==> src/rtl/ram_arbiter_pkg.sv <==
`default_nettype none
// ============================================================================
//  Module   : ram_arbiter_pkg
//  Purpose  : Shared master ids, read-strobe level and owner type for the
//             two-master byte-lane RAM arbiter.
//  Contents : ARB_M0 / ARB_M1 master ids, RD_ENABLE strobe level, owner_e.
//  Revision : 1.0 - initial release
// ============================================================================
package ram_arbiter_pkg;

    // Master ids. Master 0 is the core load/store unit, master 1 is the
    // debug/loader port.
    localparam logic ARB_M0    = 1'b0;
    localparam logic ARB_M1    = 1'b1;

    // Active level of the RAM read strobe.
    localparam logic RD_ENABLE = 1'b1;

    // Owner of the read that is in flight towards the RAM.
    typedef enum logic {
        OWNER_M0 = ARB_M0,
        OWNER_M1 = ARB_M1
    } owner_e;

endpackage : ram_arbiter_pkg
`default_nettype wire

==> src/rtl/ram_arbiter_rr_arb2.sv <==
`default_nettype none
// ============================================================================
//  Module   : rr_arb2
//  Purpose  : Two-way request arbiter. Grants at most one requester per
//             cycle; grants are combinational and forced low in reset.
//  Config   : RAM_ARB_RR_EN defined   -> round-robin, last-granted pointer
//                                        flop; the other master wins the
//                                        next contended cycle.
//             RAM_ARB_RR_EN undefined -> fixed priority, requester 0 wins;
//                                        no pointer flop and no clock port.
//  Ports    : clk      in  1  clock (round-robin build only)
//             rst      in  1  synchronous active-high reset
//             req_i    in  2  request per master
//             gnt_o    out 2  one-hot (or zero) grant
//  Revision : 1.0 - initial release
// ============================================================================
module rr_arb2 (
`ifdef RAM_ARB_RR_EN
    input  logic       clk,
`endif
    input  logic       rst,
    input  logic [1:0] req_i,
    output logic [1:0] gnt_o
);

`ifdef RAM_ARB_RR_EN
    // last_q: 0 = master 0 was granted last, 1 = master 1 was granted last.
    // Reset value 1 makes master 0 win the first contended cycle.
    logic last_q;
    logic last_d;

    always_ff @(posedge clk) begin
        if (rst) begin
            last_q <= 1'b1;
        end else begin
            last_q <= last_d;
        end
    end

    always_comb begin
        gnt_o  = 2'b00;
        last_d = last_q;
        if (!rst) begin
            case (req_i)
                2'b01:   gnt_o = 2'b01;
                2'b10:   gnt_o = 2'b10;
                2'b11:   gnt_o = last_q ? 2'b01 : 2'b10;
                default: gnt_o = 2'b00;
            endcase
            // Any grant, contended or not, moves the pointer.
            if (|gnt_o) begin
                last_d = gnt_o[1];
            end
        end
    end
`else
    always_comb begin
        gnt_o    = 2'b00;
        gnt_o[0] = req_i[0] & ~rst;
        gnt_o[1] = req_i[1] & ~req_i[0] & ~rst;
    end
`endif

endmodule : rr_arb2
`default_nettype wire

==> src/rtl/ram_arbiter.sv <==
`default_nettype none
// ============================================================================
//  Module   : ram_arbiter
//  Purpose  : Two-master arbiter in front of a byte-lane data RAM with
//             independent write and read ports and 1-cycle read latency.
//             Read and write ports are arbitrated independently, the
//             in-flight read is tracked and its data returned to the owner,
//             and a same-cycle write to the word being read is forwarded
//             into the returned data.
//  Config   : RAM_ARB_RR_EN defined -> round-robin per port, otherwise
//             fixed priority with master 0 winning contention.
//  Ports    : clk, rst                        clock, sync active-high reset
//             mN_req_i/we_i/be_i/addr_i/wdata_i  master N request fields
//             mN_gnt_o                        request accepted (combinational)
//             mN_rvalid_o/rdata_o             read return, cycle after grant
//             ram_wr_en_o/wr_addr_o/wr_data_o RAM write port
//             ram_rd_en_o/rd_addr_o           RAM read request
//             ram_rd_data_i                   RAM read data (1 cycle later)
//  Revision : 1.0 - initial release
// ============================================================================
module ram_arbiter
    import ram_arbiter_pkg::*;
#(
    parameter int ADDR_WIDTH     = 32,
    parameter int DATA_WIDTH     = 32,
    parameter int RAM_ADDR_WIDTH = 12
) (
    input  logic                    clk,
    input  logic                    rst,

    input  logic                    m0_req_i,
    input  logic                    m0_we_i,
    input  logic [DATA_WIDTH/8-1:0] m0_be_i,
    input  logic [ADDR_WIDTH-1:0]   m0_addr_i,
    input  logic [DATA_WIDTH-1:0]   m0_wdata_i,
    output logic                    m0_gnt_o,
    output logic                    m0_rvalid_o,
    output logic [DATA_WIDTH-1:0]   m0_rdata_o,

    input  logic                    m1_req_i,
    input  logic                    m1_we_i,
    input  logic [DATA_WIDTH/8-1:0] m1_be_i,
    input  logic [ADDR_WIDTH-1:0]   m1_addr_i,
    input  logic [DATA_WIDTH-1:0]   m1_wdata_i,
    output logic                    m1_gnt_o,
    output logic                    m1_rvalid_o,
    output logic [DATA_WIDTH-1:0]   m1_rdata_o,

    output logic [DATA_WIDTH/8-1:0] ram_wr_en_o,
    output logic [ADDR_WIDTH-1:0]   ram_wr_addr_o,
    output logic [DATA_WIDTH-1:0]   ram_wr_data_o,
    output logic                    ram_rd_en_o,
    output logic [ADDR_WIDTH-1:0]   ram_rd_addr_o,
    input  logic [DATA_WIDTH-1:0]   ram_rd_data_i
);

    localparam int NUM_LANES = DATA_WIDTH / 8;

    // ------------------------------------------------------------------
    // Port classification and arbitration
    // ------------------------------------------------------------------
    logic [1:0] w_rd_req;
    logic [1:0] w_wr_req;
    logic [1:0] w_rd_gnt;
    logic [1:0] w_wr_gnt;

    assign w_wr_req = {m1_req_i &  m1_we_i, m0_req_i &  m0_we_i};
    assign w_rd_req = {m1_req_i & ~m1_we_i, m0_req_i & ~m0_we_i};

    rr_arb2 u_rd_arb (
`ifdef RAM_ARB_RR_EN
        .clk   (clk),
`endif
        .rst   (rst),
        .req_i (w_rd_req),
        .gnt_o (w_rd_gnt)
    );

    rr_arb2 u_wr_arb (
`ifdef RAM_ARB_RR_EN
        .clk   (clk),
`endif
        .rst   (rst),
        .req_i (w_wr_req),
        .gnt_o (w_wr_gnt)
    );

    // A master is either a read or a write contender, never both, so at
    // most one of its two grant bits can be set.
    assign m0_gnt_o = w_rd_gnt[0] | w_wr_gnt[0];
    assign m1_gnt_o = w_rd_gnt[1] | w_wr_gnt[1];

    // ------------------------------------------------------------------
    // RAM write and read request muxes (zero when nothing is granted)
    // ------------------------------------------------------------------
    always_comb begin
        ram_wr_en_o   = '0;
        ram_wr_addr_o = '0;
        ram_wr_data_o = '0;
        if (w_wr_gnt[0]) begin
            ram_wr_en_o   = m0_be_i;
            ram_wr_addr_o = m0_addr_i;
            ram_wr_data_o = m0_wdata_i;
        end else if (w_wr_gnt[1]) begin
            ram_wr_en_o   = m1_be_i;
            ram_wr_addr_o = m1_addr_i;
            ram_wr_data_o = m1_wdata_i;
        end
    end

    always_comb begin
        ram_rd_en_o   = ~RD_ENABLE;
        ram_rd_addr_o = '0;
        if (w_rd_gnt[0]) begin
            ram_rd_en_o   = RD_ENABLE;
            ram_rd_addr_o = m0_addr_i;
        end else if (w_rd_gnt[1]) begin
            ram_rd_en_o   = RD_ENABLE;
            ram_rd_addr_o = m1_addr_i;
        end
    end

    // ------------------------------------------------------------------
    // Read tracking and collision forwarding
    // ------------------------------------------------------------------
    // Only the word index is compared: bits at and above RAM_ADDR_WIDTH
    // alias onto the same RAM word.
    logic w_collide;
    assign w_collide = (ram_rd_en_o == RD_ENABLE) && (|w_wr_gnt) &&
                       (ram_rd_addr_o[RAM_ADDR_WIDTH-1:2] ==
                        ram_wr_addr_o[RAM_ADDR_WIDTH-1:2]);

    logic                  rd_valid_q,  rd_valid_d;
    owner_e                rd_owner_q,  rd_owner_d;
    logic [NUM_LANES-1:0]  fwd_be_q,    fwd_be_d;
    logic [DATA_WIDTH-1:0] fwd_data_q,  fwd_data_d;
    logic [DATA_WIDTH-1:0] m0_rdata_q,  m0_rdata_d;
    logic [DATA_WIDTH-1:0] m1_rdata_q,  m1_rdata_d;
    logic [DATA_WIDTH-1:0] w_rd_merged;
    logic                  w_m0_hit;
    logic                  w_m1_hit;

    // The RAM returns pre-write data on a same-cycle collision; lanes the
    // colliding write enabled are replaced with the written bytes.
    for (genvar b = 0; b < NUM_LANES; b++) begin : g_lane
        assign w_rd_merged[b*8 +: 8] = fwd_be_q[b] ? fwd_data_q[b*8 +: 8]
                                                   : ram_rd_data_i[b*8 +: 8];
    end

    assign w_m0_hit = rd_valid_q && (rd_owner_q == OWNER_M0);
    assign w_m1_hit = rd_valid_q && (rd_owner_q == OWNER_M1);

    always_comb begin
        rd_valid_d = (ram_rd_en_o == RD_ENABLE);
        rd_owner_d = w_rd_gnt[1] ? OWNER_M1 : OWNER_M0;
        fwd_be_d   = w_collide ? ram_wr_en_o : '0;
        fwd_data_d = ram_wr_data_o;
        m0_rdata_d = w_m0_hit ? w_rd_merged : m0_rdata_q;
        m1_rdata_d = w_m1_hit ? w_rd_merged : m1_rdata_q;
    end

    always_ff @(posedge clk) begin
        if (rst) begin
            rd_valid_q <= 1'b0;
            rd_owner_q <= OWNER_M0;
            fwd_be_q   <= '0;
            fwd_data_q <= '0;
            m0_rdata_q <= '0;
            m1_rdata_q <= '0;
        end else begin
            rd_valid_q <= rd_valid_d;
            rd_owner_q <= rd_owner_d;
            fwd_be_q   <= fwd_be_d;
            fwd_data_q <= fwd_data_d;
            m0_rdata_q <= m0_rdata_d;
            m1_rdata_q <= m1_rdata_d;
        end
    end

    // Reset is synchronous, so a read granted the cycle before reset is
    // still held in rd_valid_q while rst is high; the returns are masked
    // so that read is discarded and all outputs read zero during reset.
    assign m0_rvalid_o = w_m0_hit & ~rst;
    assign m1_rvalid_o = w_m1_hit & ~rst;
    assign m0_rdata_o  = rst ? '0 : (w_m0_hit ? w_rd_merged : m0_rdata_q);
    assign m1_rdata_o  = rst ? '0 : (w_m1_hit ? w_rd_merged : m1_rdata_q);

endmodule : ram_arbiter
`default_nettype wire
==> config.mk <==
export PLATFORM = sky130hd
export DESIGN_NAME = ram_arbiter
export DESIGN_NICKNAME = d
export VERILOG_FILES = /design/src/rtl/ram_arbiter_pkg.sv /design/src/rtl/ram_arbiter_rr_arb2.sv /design/src/rtl/ram_arbiter.sv
export SDC_FILE = /design/constraint.sdc
export NUM_CORES = 1
export LEC_CHECK = 0
export BUFFER_PORTS_ARGS = -buffer_cell sky130_fd_sc_hd__buf_2
export CAP_MARGIN = 20
export CORE_AREA = 3 3 131 133
export DETAILED_ROUTE_END_ITERATION = 6
export DIE_AREA = 0 0 134 136
export GPL_ROUTABILITY_DRIVEN = 1
export PLACE_DENSITY = 0.69
export SLEW_MARGIN = 20
export SYNTH_ARGS = -nofsm -noshare
export SYNTH_HDL_FRONTEND = slang
export SYNTH_SLANG_ARGS = --single-unit
==> constraint.sdc <==
create_clock -name clk -period 10.42 [get_ports clk]
set_input_delay 3.126 -clock clk [delete_from_list [all_inputs] [get_ports clk]]
set_output_delay 3.126 -clock clk [all_outputs]
set_load 0.1 [all_outputs]
Word level (Yosys, flattened, before mapping)
Index checks and enable logic that the tools add are counted.
{"block": "word_totals", "ff_bits": 102, "wordCells": 52, "in_bits": 174}
{"block": "classes", "n_bitwise": 21, "muxes": 18, "n_reduce_logical": 6, "n_eq_ne": 1}
{"operator": "$mux W32", "n": 10}
{"operator": "$mux W8", "n": 4}
{"operator": "$and A1 B1 Y1", "n": 12}
{"operator": "$eq A10 B10 Y1", "n": 1}
{"operator": "$mux W4", "n": 2}
{"operator": "$not A1 Y1", "n": 7}
{"operator": "$logic_and A1 B1 Y1", "n": 4}
{"operator": "$reduce_or A2 Y1", "n": 2}
{"operator": "$mux W1", "n": 2}
{"operator": "$or A1 B1 Y1", "n": 2}

Longest topological paths before layout
Gate-level depths: netlist (run 1).
{"block": "depth", "depth_word": 11, "mapped_depth": 8, "depth_no_buf": 6}

By module
A second synthesis (run 1) with hierarchy kept.
{"block": "unflattened", "hier_cells": 631, "hier_area_um2": 5225.0}
{"module": "ram_arbiter", "seq_area_each_um2": 2042.0, "instances": 1, "cells_per_inst": 627, "area_each_um2": 5187.5}
{"module": "rr_arb2", "seq_area_each_um2": 0.0, "instances": 2, "cells_per_inst": 2, "area_each_um2": 18.8}

Worst setup path before layout (run 1)
OpenSTA, ideal clock, no wires.
{"block": "synth_timing", "path_type": "in2out", "startpoint": "in rst", "endpoint": "out m0_rdata_o[12]", "stages": 4, "arrival_ns": 5.974, "slack_ns": 1.320, "required_time_ns": 7.294, "cell_sequence": "clkbuf_1 clkbuf_1 buf_1 a211oi_1"}
{"block": "synth_between", "elab_chain_len": 1}
{"element": "start: declaration", "line_no": "ram_arbiter.sv:29", "rtl": "input logic rst,"}
{"element": "$mux W32"}
{"element": "end: declaration", "line_no": "ram_arbiter.sv:38", "rtl": "output logic [DATA_WIDTH-1:0] m0_rdata_o,"}
No other way between the ends.

Worst setup path after layout (run 1)
{"block": "layout_timing", "startpoint": "in m0_we_i", "endpoint": "out ram_wr_en_o[1]"}
{"block": "layout_between", "elab_chain_len": 6, "word_cells_on_any_way": 7}
{"element": "start: declaration", "line_no": "ram_arbiter.sv:32", "rtl": "input logic m0_we_i,"}
{"element": "$and A1 B1 Y1 *", "line_no": "ram_arbiter.sv:67", "rtl": "assign w_wr_req = {m1_req_i & m1_we_i, m0_req_i & m0_we_i};"}
{"element": "$not A1 Y1", "line_no": "ram_arbiter_rr_arb2.sv:60", "rtl": "gnt_o[1] = req_i[1] & ~req_i[0] & ~rst;"}
{"element": "$and A1 B1 Y1 (2 in a row)", "line_no": "ram_arbiter_rr_arb2.sv:60"}
{"element": "$mux W4", "line_no": "ram_arbiter.sv:104", "rtl": "end else if (w_wr_gnt[1]) begin"}
{"element": "$mux W4 *", "line_no": "ram_arbiter.sv:100", "rtl": "if (w_wr_gnt[0]) begin"}
{"element": "end: declaration", "line_no": "ram_arbiter.sv:49", "rtl": "output logic [DATA_WIDTH/8-1:0] ram_wr_en_o,"}
Every way passes the cells marked *; elsewhere a longest branch is shown, timed or not.

==> metrics.txt, run 1 <==
result of the run finished, final reports clean; final routed DRC violation total 0; number of hold violations in the final report 0; number of design-rule violations left by the first detailed-router iteration 257; RePlAce Congestion 0.857; maximum vdd ir drop 0.0807 mV; number of distinct standard cells referenced by the synthesized netlist 46; Pleak 3.50 nW; launching instance or port of the critical path m0_we_i; mean routed wirelength per cell 17.6 um; top area cells in the synthesized netlist dfxtp_1 40%, a22o_1 21%, a211oi_1 9.3%; H-Tree Level Count 3; delay contributed by the slowest stage of the critical path 690 ps; Post-Route Setup TNS 0 ps; Critical Path AT 5450 ps; cts hold-fix bufs 0; kind of capture point of the worst setup path output port; critical register-to-register path startpoint rd_valid_q; CP startpoint kind input port; ratio of cells with drive above 1 in the final layout 0.426; FFs w/ async S/R, synth 0; buffers from clock root to sink, at most 2; die span in y 136 um; largest net degree at the start of global routing 100; starting density of the core 0.324; Crit Path Category input port to output port; count leader, synth a22o_1; number of buffers added by the clock tree synthesis step 9; Setup Viol. Count Final 0; number of vias after detailed routing 5,745; cell with the biggest individual delay on the critical path and3b_4; Hold Worst Slack 494 ps; Worst Path Required 7290 ps; total global routing track utilization 0.201; root cell of the clock tree clkbuf_16; r2r setup slk 8790 ps; area enclosed by the die boundary 18,200 um^2; residual overflow from global routing 0; first-pass GRT wire length 29,500 um; critical path, cell by cell buf_2 > and3b_4 > buf_4 > a22o_1 > buf_2; final WL 19,300 um; top cell type by total area after synthesis dfxtp_1; RSZ-0062 raised after global routing false; TritonCTS clock tree built; count of buffers added by post-CTS timing repair for setup 0; total power density per cell area 157 nW/um^2; final layout net count 1,049; estimated wirelength of the detail-placed design 14,700 um; Least-Margin Pin Slew 1070 ps; synth warn 0; area of the mapped netlist 5160 um^2; total nets after synthesis 749; die boundary width 134 um; main flop type after synthesis dfxtp_1; number of enable flip-flop cells after synthesis 0; number of global-route vias before repair 5,473; First-pass DRT Iterations 5; maximum fanout along the worst path 53; number of rows created at floorplan 46; core outline area 15,900 um^2; number of standard cells after synthesis 575; Max Freq 0.117 GHz; Routed Antenna Nets 0; IO Count 343; worst hold-check path type flip-flop to flip-flop; share of the yosys chip area belonging to registers 0.395; antenna diode count 0; most frequent CP cell buf_2; routed vias/inst 5.24; area share of the largest cell type after synthesis 0.395; clock period minus worst slack 8580 ps; end point of the critical path ram_wr_en_o[1]; Gates resized, CTS repair 0; antenna violations before repair 0; minimum setup slack after placement 1890 ps; non-filler cells in the finished layout 1,096; worst setup skew after layout 5.50 ps; clock edge transition at the registers on the reported setup and hold paths 70 ps; Sink Count 102; area growth from synthesis to final layout 41.0%; placed cell count 1,080; final count of pins violating max slew 0; post-route fraction of the period consumed by the critical path 0.823; average size of a mapped cell 8.98 um^2; clock insertion delay at the later pin of the skew report 340 ps; post-synthesis register bit count 102; path depth of the worst reg2reg path 4; IO Port Bufs 342; normalized max-slew margin 0.286; Final Worst Setup Slack 1840 ps; max-cap check violation count 0; Synth top cells by count 124 x a22o_1, 102 x dfxtp_1, 77 x nor2_1, 64 x a211oi_1, 46 x clkbuf_1; reg2reg end m0_rdata_q[0]
## through the flow
stage,area (um^2),util,total power [mW]
floorplan,5160,-,0.725
global placement,6970,0.437,0.816
detailed placement,6980,0.438,0.818
CTS,7280,0.457,1.15
global route,7280,0.457,1.19
finish,7280,0.457,1.14
## cell usage in the layout, fill, tap and decap left out, drive strengths merged, types with 4 or more instances in the layout
| cell | n |
|---|---|
| a211oi | 64 |
| a21oi | 13 |
| a22o | 124 |
| a22oi | 4 |
| and2 | 4 |
| buf | 349 |
| clkbuf | 11 |
| dfxtp | 102 |
| inv | 7 |
| mux2i | 32 |
| nand2 | 23 |
| nand2b | 12 |
| nand3 | 8 |
| nor2 | 77 |
| nor2b | 4 |
| nor4b | 5 |
| o21ai | 5 |
| o22ai | 5 |
## registers in the layout, indices dropped and copies added (netlist names)
| name | cells |
|---|---|
| fwd_be_q | 4 |
| fwd_data_q | 32 |
| m0_rdata_q | 32 |
| m1_rdata_q | 32 |
| rd_owner_q | 1 |
| rd_valid_q | 1 |
## kinds of logic (layout without fill, tap and decap cells)
logic type,count (synthesis),after routing,share of synthesized area
AO/OA/AOI/OAI,228,228,0.355
XOR/XNOR,1,1,0.00170
buffers and inverters,67,372,0.0516
flip-flops,102,102,0.395
multiplexers,33,33,0.0642
AND/OR/NAND/NOR,144,144,0.132
## how the worst min path moves through the flow
stage / to / cells past startpoint / startpoint
5_1_grt: m1_rdata_q[18] / 2 / m1_rdata_q[18]
4_1_cts: m0_rdata_q[9] / 2 / m0_rdata_q[9]
3_5_place_dp: m1_rdata_q[22] / 2 / m1_rdata_q[22]
6_report: m0_rdata_q[15] / 2 / m0_rdata_q[15]
3_3_place_gp: m0_rdata_q[13] / 2 / m0_rdata_q[13]
2_1_floorplan: m0_rdata_q[31] / 2 / m0_rdata_q[31]
## worst max-delay path: cells and delay by family
family / cells / cell delay (ps)
buffers and inverters: 3 / 1330
AND/OR/NAND/NOR: 1 / 690
AO/OA/AOI/OAI: 1 / 240
## report_power, final
group	switching (mW)	leakage [nW]	total, mW	internal (mW)
sequential	0.00451	0.833	0.412	0.407
clock	0.142	0.142	0.334	0.193
combinational	0.315	2.53	0.397	0.0818
total	0.461	3.50	1.14	0.682
## layout make-up
type,count,area [um^2]
clock buffers,11,243
clock inverters,5,58.8
fillers,1617,8660
inverters,7,26.3
multi-input cells,406,2870
flip-flops and latches,102,2040
well taps,216,270
repair buffers,349,1770
## metal layers
metal | GRT usage | routed length [um]
met1 | 0.245 | 7850
met2 | 0.344 | 9500
met3 | 0.0444 | 1390
met4 | 0.0834 | 569
met5 | 0 | 0
(Power assumes the default switching activity.)
==> run 2, diff against run 1 <==
- CORE_AREA: 3 3 131 133 -> 3 3 132 134
- DIE_AREA: 0 0 134 136 -> 0 0 135 137
- PLACE_DENSITY: 0.69 -> 0.7
- clock period: 10.42 -> 7.15 ns (I/O delays scaled with it)
==> run 2 against run 1 <==
Routed wire length shrank 0.96%. Critical path depth grew 1. Global-route usage shrank 1.4 points. Register-to-register slack lost 3300 ps. Sequential share of layout area is essentially flat. Largest power group unchanged. Via count grew 0.30%. First-iteration DRC count grew 23%. Non-clock buffer count is the same. Combinational power grew 46%. Sequential cell count is the same. Clock skew grew 3.7 ps.
==> metrics.txt, run 2 (synthesis gave the netlist of run 1 again) <==
final non-filler cell area 7290 um^2 (was 7280 um^2); total global routing track utilization 0.187 (was 0.201); number of vias after detailed routing 5,762 (was 5,745); final WL 19,100 um (was 19,300 um); area growth from synthesis to final layout 41.2% (was 41.0%); cts hold-fix bufs 0 (unchanged); number of global-route vias before repair 5,216 (was 5,473); Worst Path Required 5010 ps (was 7290 ps); kind of capture point of the worst setup path output port (unchanged); worst setup skew after layout 9.21 ps (was 5.50 ps); die span in y 137 um (was 136 um); non-filler cells in the finished layout 1,100 (was 1,096); maximum fanout along the worst path 21 (was 53); count of buffers added by post-CTS timing repair for setup 0 (unchanged); CP startpoint kind input port (unchanged); placed cell areas 7010 um^2 (was 6980 um^2); estimated wirelength of the detail-placed design 14,600 um (was 14,700 um); clock edge transition at the registers on the reported setup and hold paths 70 ps (about the same); first-pass GRT wire length 27,700 um (was 29,500 um); mean routed wirelength per cell 17.4 um (was 17.6 um); TritonCTS clock tree built (unchanged); antenna diode count 0 (unchanged); number of filler instances in the final layout 1,632 (was 1,617); IO Count 343 (unchanged); biggest regs fwd_data_q (32), m0_rdata_q (32), m1_rdata_q (32) (unchanged); total design power 1.64 mW (was 1.14 mW); IO Port Bufs 342 (unchanged); die boundary width 135 um (was 134 um); clock insertion delay at the later pin of the skew report 340 ps (about the same); Crit Path Category input port to output port (unchanged); final routed DRC violation total 0 (unchanged); placed cell count 1,084 (was 1,080); Critical Path AT 4190 ps (was 5450 ps); core outline area 16,400 um^2 (was 15,900 um^2); maximum vdd ir drop 0.115 mV (was 0.0807 mV); routed vias/inst 5.24 (about the same); ratio of cells with drive above 1 in the final layout 0.426 (unchanged); root cell of the clock tree clkbuf_16 (unchanged); post-route fraction of the period consumed by the critical path 0.886; largest net degree at the start of global routing 72 (was 100); starting density of the core 0.315 (was 0.324); number of design-rule violations left by the first detailed-router iteration 315 (was 257); RSZ-0062 raised after global routing false (unchanged); Max Freq 0.158 GHz; number of hold violations in the final report 0 (unchanged); RePlAce Congestion 0.900 (was 0.857); number of buffers added by the clock tree synthesis step 9 (unchanged); commonest non-fill, non-tap cell in the layout buf_2 (unchanged); buffers from clock root to sink, at most 2 (unchanged); normalized max-slew margin 0.458 (was 0.286); Setup Viol. Count Final 0 (unchanged); area enclosed by the die boundary 18,500 um^2 (was 18,200 um^2); total power density per cell area 225 nW/um^2 (was 157 nW/um^2); Post-Route Setup TNS 0 ps (unchanged); number of rows created at floorplan 47 (was 46); First-pass DRT Iterations 5 (unchanged); H-Tree Level Count 3 (unchanged); worst hold-check path type flip-flop to flip-flop (unchanged); antenna violations before repair 2 (was 0); Least-Margin Pin Slew 813 ps (was 1070 ps); residual overflow from global routing 0 (unchanged); Gates resized, CTS repair 0 (unchanged); Routed Antenna Nets 0 (unchanged); final layout net count 1,049 (unchanged); max-cap check violation count 0 (unchanged); final count of pins violating max slew 0 (unchanged); result of the run finished, final reports clean (unchanged); Sink Count 102 (unchanged); Pleak 3.50 nW (about the same); leading cell types in the layout, fill and taps excluded 342 x buf_2, 124 x a22o_1, 102 x dfxtp_1 (unchanged); clock period minus worst slack 6340 ps
## run 2: metal layers
layer  vias to the layer above  routed length, um  track usage
li1                       2806                  -            -
met1                      2643               7740        0.232
met2                       279               9550        0.328
met3                        30               1370       0.0368
met4                         4                429       0.0560
met5                         -                 27            0
## run 2: per-stage QoR
step | hold WS (ps) | util | worst slack, ps
4_1_cts | 498 | 0.444 | 838
5_1_grt | 515 | 0.444 | 690
3_3_place_gp | 479 | 0.427 | 859
2_1_floorplan | 947 | - | 12.1
6_report | 496 | 0.444 | 815
3_5_place_dp | 488 | 0.427 | 834
## run 2: final cells by class
type                            instances  area (um^2)  area share
Inverter                                7         26.3     0.00360
Multi-Input combinational cell        406         2870       0.394
Timing Repair Buffer                  349         1790       0.245
Clock inverter                          6         55.1     0.00755
Clock buffer                           10          229      0.0314
Tap cell                              220          275      0.0378
Sequential cell                       102         2040       0.280
## run 2: worst max-delay path, cell delays in order
cell and delay [ps]:
buf_2 310, nor2b_4 120, nor3_4 660, buf_4 340, a22o_1 170, buf_2 420
## run 2: worst paths after layout
check                      start  slack [ps]  depth (start not counted)                 to
setup / recovery         m0_we_i         810                          6  ram_rd_addr_o[30]
setup reg to reg      rd_owner_q        5440                          4     m1_rdata_q[16]
hold / removal    m0_rdata_q[24]         500                          2     m0_rdata_q[24]
hold reg to reg   m0_rdata_q[24]         500                          2     m0_rdata_q[24]
## run 2: power by group
group | switching, mW | total (mW) | internal (mW)
Sequential | 0.00667 | 0.600 | 0.594
Combinational | 0.459 | 0.579 | 0.120
Clock | 0.221 | 0.464 | 0.242
==> run 3, diff against run 2 <==
- CORE_AREA: 3 3 132 134 -> not set
- CORE_ASPECT_RATIO: not set -> 1.2
- CORE_MARGIN: not set -> 3
- CORE_UTILIZATION: not set -> 24
- DIE_AREA: 0 0 135 137 -> not set
- PLACE_DENSITY: 0.7 -> 0.58
==> run 3 against run 2 <==
Clock skew decreased by 1.5 ps. Critical path depth unchanged. Combinational power about the same. Largest cell class unchanged. Largest power group unchanged. Cell count increased by 4.8%. Worst setup slack got worse by 100 ps. Maximum frequency decreased by 1.6%. Non-clock buffer count increased by 3. Routed wire length increased by 3.6%. Highest routed layer unchanged. Utilization decreased by 9.4 points.
==> metrics.txt, run 3 (synthesis gave the netlist of run 1 again) <==
result of the run finished, final reports clean (unchanged); multi-input logic area 2870 um^2 (unchanged); peak-usage layer in the global routing report met2 (unchanged); number of hold violations in the final report 0 (unchanged); critical path, cell by cell buf_2 > nor2b_4 > nor3_4 > buf_4 > a22o_1 > buf_2 (unchanged); First-pass DRT Iterations 5 (unchanged); mean routed wirelength per cell 17.2 um (was 17.4 um); residual overflow from global routing 0 (unchanged); maximum fanout along the worst path 24 (was 21); final WL 19,800 um (was 19,100 um); GR Util met3 0.0296 (was 0.0368); CP startpoint kind input port (unchanged); number of filler instances in the final layout 2,256 (was 1,632); IO Count 343 (unchanged); Worst Path Required 5010 ps (about the same); first-pass GRT wire length 30,500 um (was 27,700 um); number of design-rule violations left by the first detailed-router iteration 245 (was 315); cell with the biggest individual delay on the critical path nor3_4 (unchanged); number of rows created at floorplan 58 (was 47); Gates resized, CTS repair 0 (unchanged); routing usage on met2 0.279 (was 0.328); worst setup skew after layout 7.69 ps (was 9.21 ps); buffers from clock root to sink, at most 2 (unchanged); worst hold stages 2 (unchanged); area enclosed by the die boundary 23,300 um^2 (was 18,500 um^2); total global routing track utilization 0.162 (was 0.187); launching instance or port of the critical path m0_we_i (unchanged); area growth from synthesis to final layout 42.6% (was 41.2%); most frequent CP cell buf_2 (unchanged); H-Tree Level Count 3 (unchanged); total power density per cell area 222 nW/um^2 (was 225 nW/um^2); Critical Path AT 4290 ps (was 4190 ps); critical register-to-register path startpoint rd_owner_q (unchanged); count of buffers added by post-CTS timing repair for setup 0 (unchanged); final layout net count 1,052 (was 1,049); largest net degree at the start of global routing 70 (was 72); switching component of the power 0.682 mW (was 0.687 mW); switching share of total power 0.417 (was 0.418); die span in y 167 um (was 137 um); proportion of power drawn by the clock network 0.279 (was 0.282); Sink Count 102 (unchanged); antenna violations before repair 1 (was 2); r2r setup slk 5420 ps (was 5440 ps); RePlAce Congestion 0.897 (was 0.900); Crit Path Category input port to output port (unchanged); commonest non-fill, non-tap cell in the layout buf_2 (unchanged); number of global-route vias before repair 5,494 (was 5,216); cts hold-fix bufs 0 (unchanged); final routed DRC violation total 0 (unchanged); start point of the worst hold path m1_rdata_q[31] (was m0_rdata_q[24]); Post-Route Setup TNS 0 ps (unchanged); normalized max-slew margin 0.365 (was 0.458); IO Port Bufs 342 (unchanged); RSZ-0062 raised after global routing false (unchanged); cell internal power dissipation 0.954 mW (was 0.956 mW); worst hold-check path type flip-flop to flip-flop (unchanged); leading cell types in the layout, fill and taps excluded 342 x buf_2, 124 x a22o_1, 102 x dfxtp_1 (unchanged); post-route fraction of the period consumed by the critical path 0.901 (was 0.886); Least-Margin Pin Slew 949 ps (was 813 ps); maximum vdd ir drop 0.135 mV (was 0.115 mV); antenna diode count 0 (unchanged); area occupied by registers 2040 um^2 (unchanged); terminating pin of the worst hold path m1_rdata_q[31] (was m0_rdata_q[24]); Pleak 3.52 nW (was 3.50 nW); estimated wirelength of the detail-placed design 15,300 um (was 14,600 um); final core occ 0.350 (was 0.444); starting density of the core 0.245 (was 0.315); Setup Viol. Count Final 0 (unchanged); TritonCTS clock tree built (unchanged); power share of the combinational group 0.354 (was 0.352); Routed Antenna Nets 0 (unchanged); delay contributed by the slowest stage of the critical path 780 ps (was 660 ps); biggest regs fwd_data_q (32), m0_rdata_q (32), m1_rdata_q (32) (unchanged); reg2reg end m1_rdata_q[1] (was m1_rdata_q[16]); clock insertion delay at the later pin of the skew report 340 ps (about the same); number of buffers added by the clock tree synthesis step 9 (unchanged); clock edge transition at the registers on the reported setup and hold paths 60 ps (was 70 ps); max-cap check violation count 0 (unchanged); Max Freq 0.155 GHz (was 0.158 GHz); total design power 1.64 mW (about the same); routed vias/inst 4.99 (was 5.24); die boundary width 140 um (was 135 um); path depth of the worst reg2reg path 4 (unchanged); power share of the sequential group 0.367 (was 0.365); final count of pins violating max slew 0 (unchanged); kind of capture point of the worst setup path output port (unchanged); ratio of cells with drive above 1 in the final layout 0.428 (was 0.426); clock period minus worst slack 6440 ps (was 6340 ps); core outline area 21,000 um^2 (was 16,400 um^2); GR Util met1 0.206 (was 0.232); number of vias after detailed routing 5,748 (was 5,762); Hold Worst Slack 496 ps (about the same); root cell of the clock tree clkbuf_16 (unchanged)
-- run 3: area by class of cell --
class                           instances  area share
Sequential cell                       102       0.277
Clock inverter                          6     0.00628
Inverter                                7     0.00357
Timing Repair Buffer                  352       0.246
Multi-Input combinational cell        406       0.390
Tap cell                              270      0.0459
Clock buffer                           10      0.0311
-- run 3: worst max-delay path by stage --
stage	slack (ps)	endpoint	cells after the start
5_1_grt	530	ram_rd_addr_o[24]	6
3_3_place_gp	800	ram_rd_addr_o[20]	6
4_1_cts	720	ram_rd_addr_o[28]	6
6_report	710	ram_rd_addr_o[23]	6
2_1_floorplan	10	m0_rdata_o[12]	4
3_5_place_dp	700	ram_rd_addr_o[28]	6
-- run 3: worst max-delay path: cells and delay by family --
family	cells	cell delay (ps)
buffers and inverters	3	1060
AND/OR/NAND/NOR	2	900
AO/OA/AOI/OAI	1	160
-- run 3: metal layers --
| metal | wire (um) | part of all wire | vias to the layer above |
|---|---|---|---|
| met3 | 1280 | 0.065 | 23 |
| li1 | - | - | 2805 |
| met1 | 8270 | 0.42 | 2660 |
| met2 | 9920 | 0.50 | 258 |
| met5 | 13 | 0.00066 | - |
| met4 | 322 | 0.016 | 2 |
-- run 3: power groups by stage --
stage               clock network [mW]  logic, mW  registers [mW]
floorplan                            0      0.445           0.612
detailed placement                   0      0.580           0.614
CTS                              0.478      0.581           0.600
global route                     0.498      0.608           0.602
finish                           0.456      0.580           0.600
global placement                     0      0.579           0.613
-- run 3: per-stage QoR --
stage | setup WS [ps] | std cells | instance area, um^2
after floorplan | 12.1 | 575 | 5160
after global placement | 801 | 1137 | 7090
after detailed placement | 703 | 1137 | 7090
after CTS | 725 | 1153 | 7370
after global routing | 535 | 1153 | 7370
final | 711 | 1153 | 7370
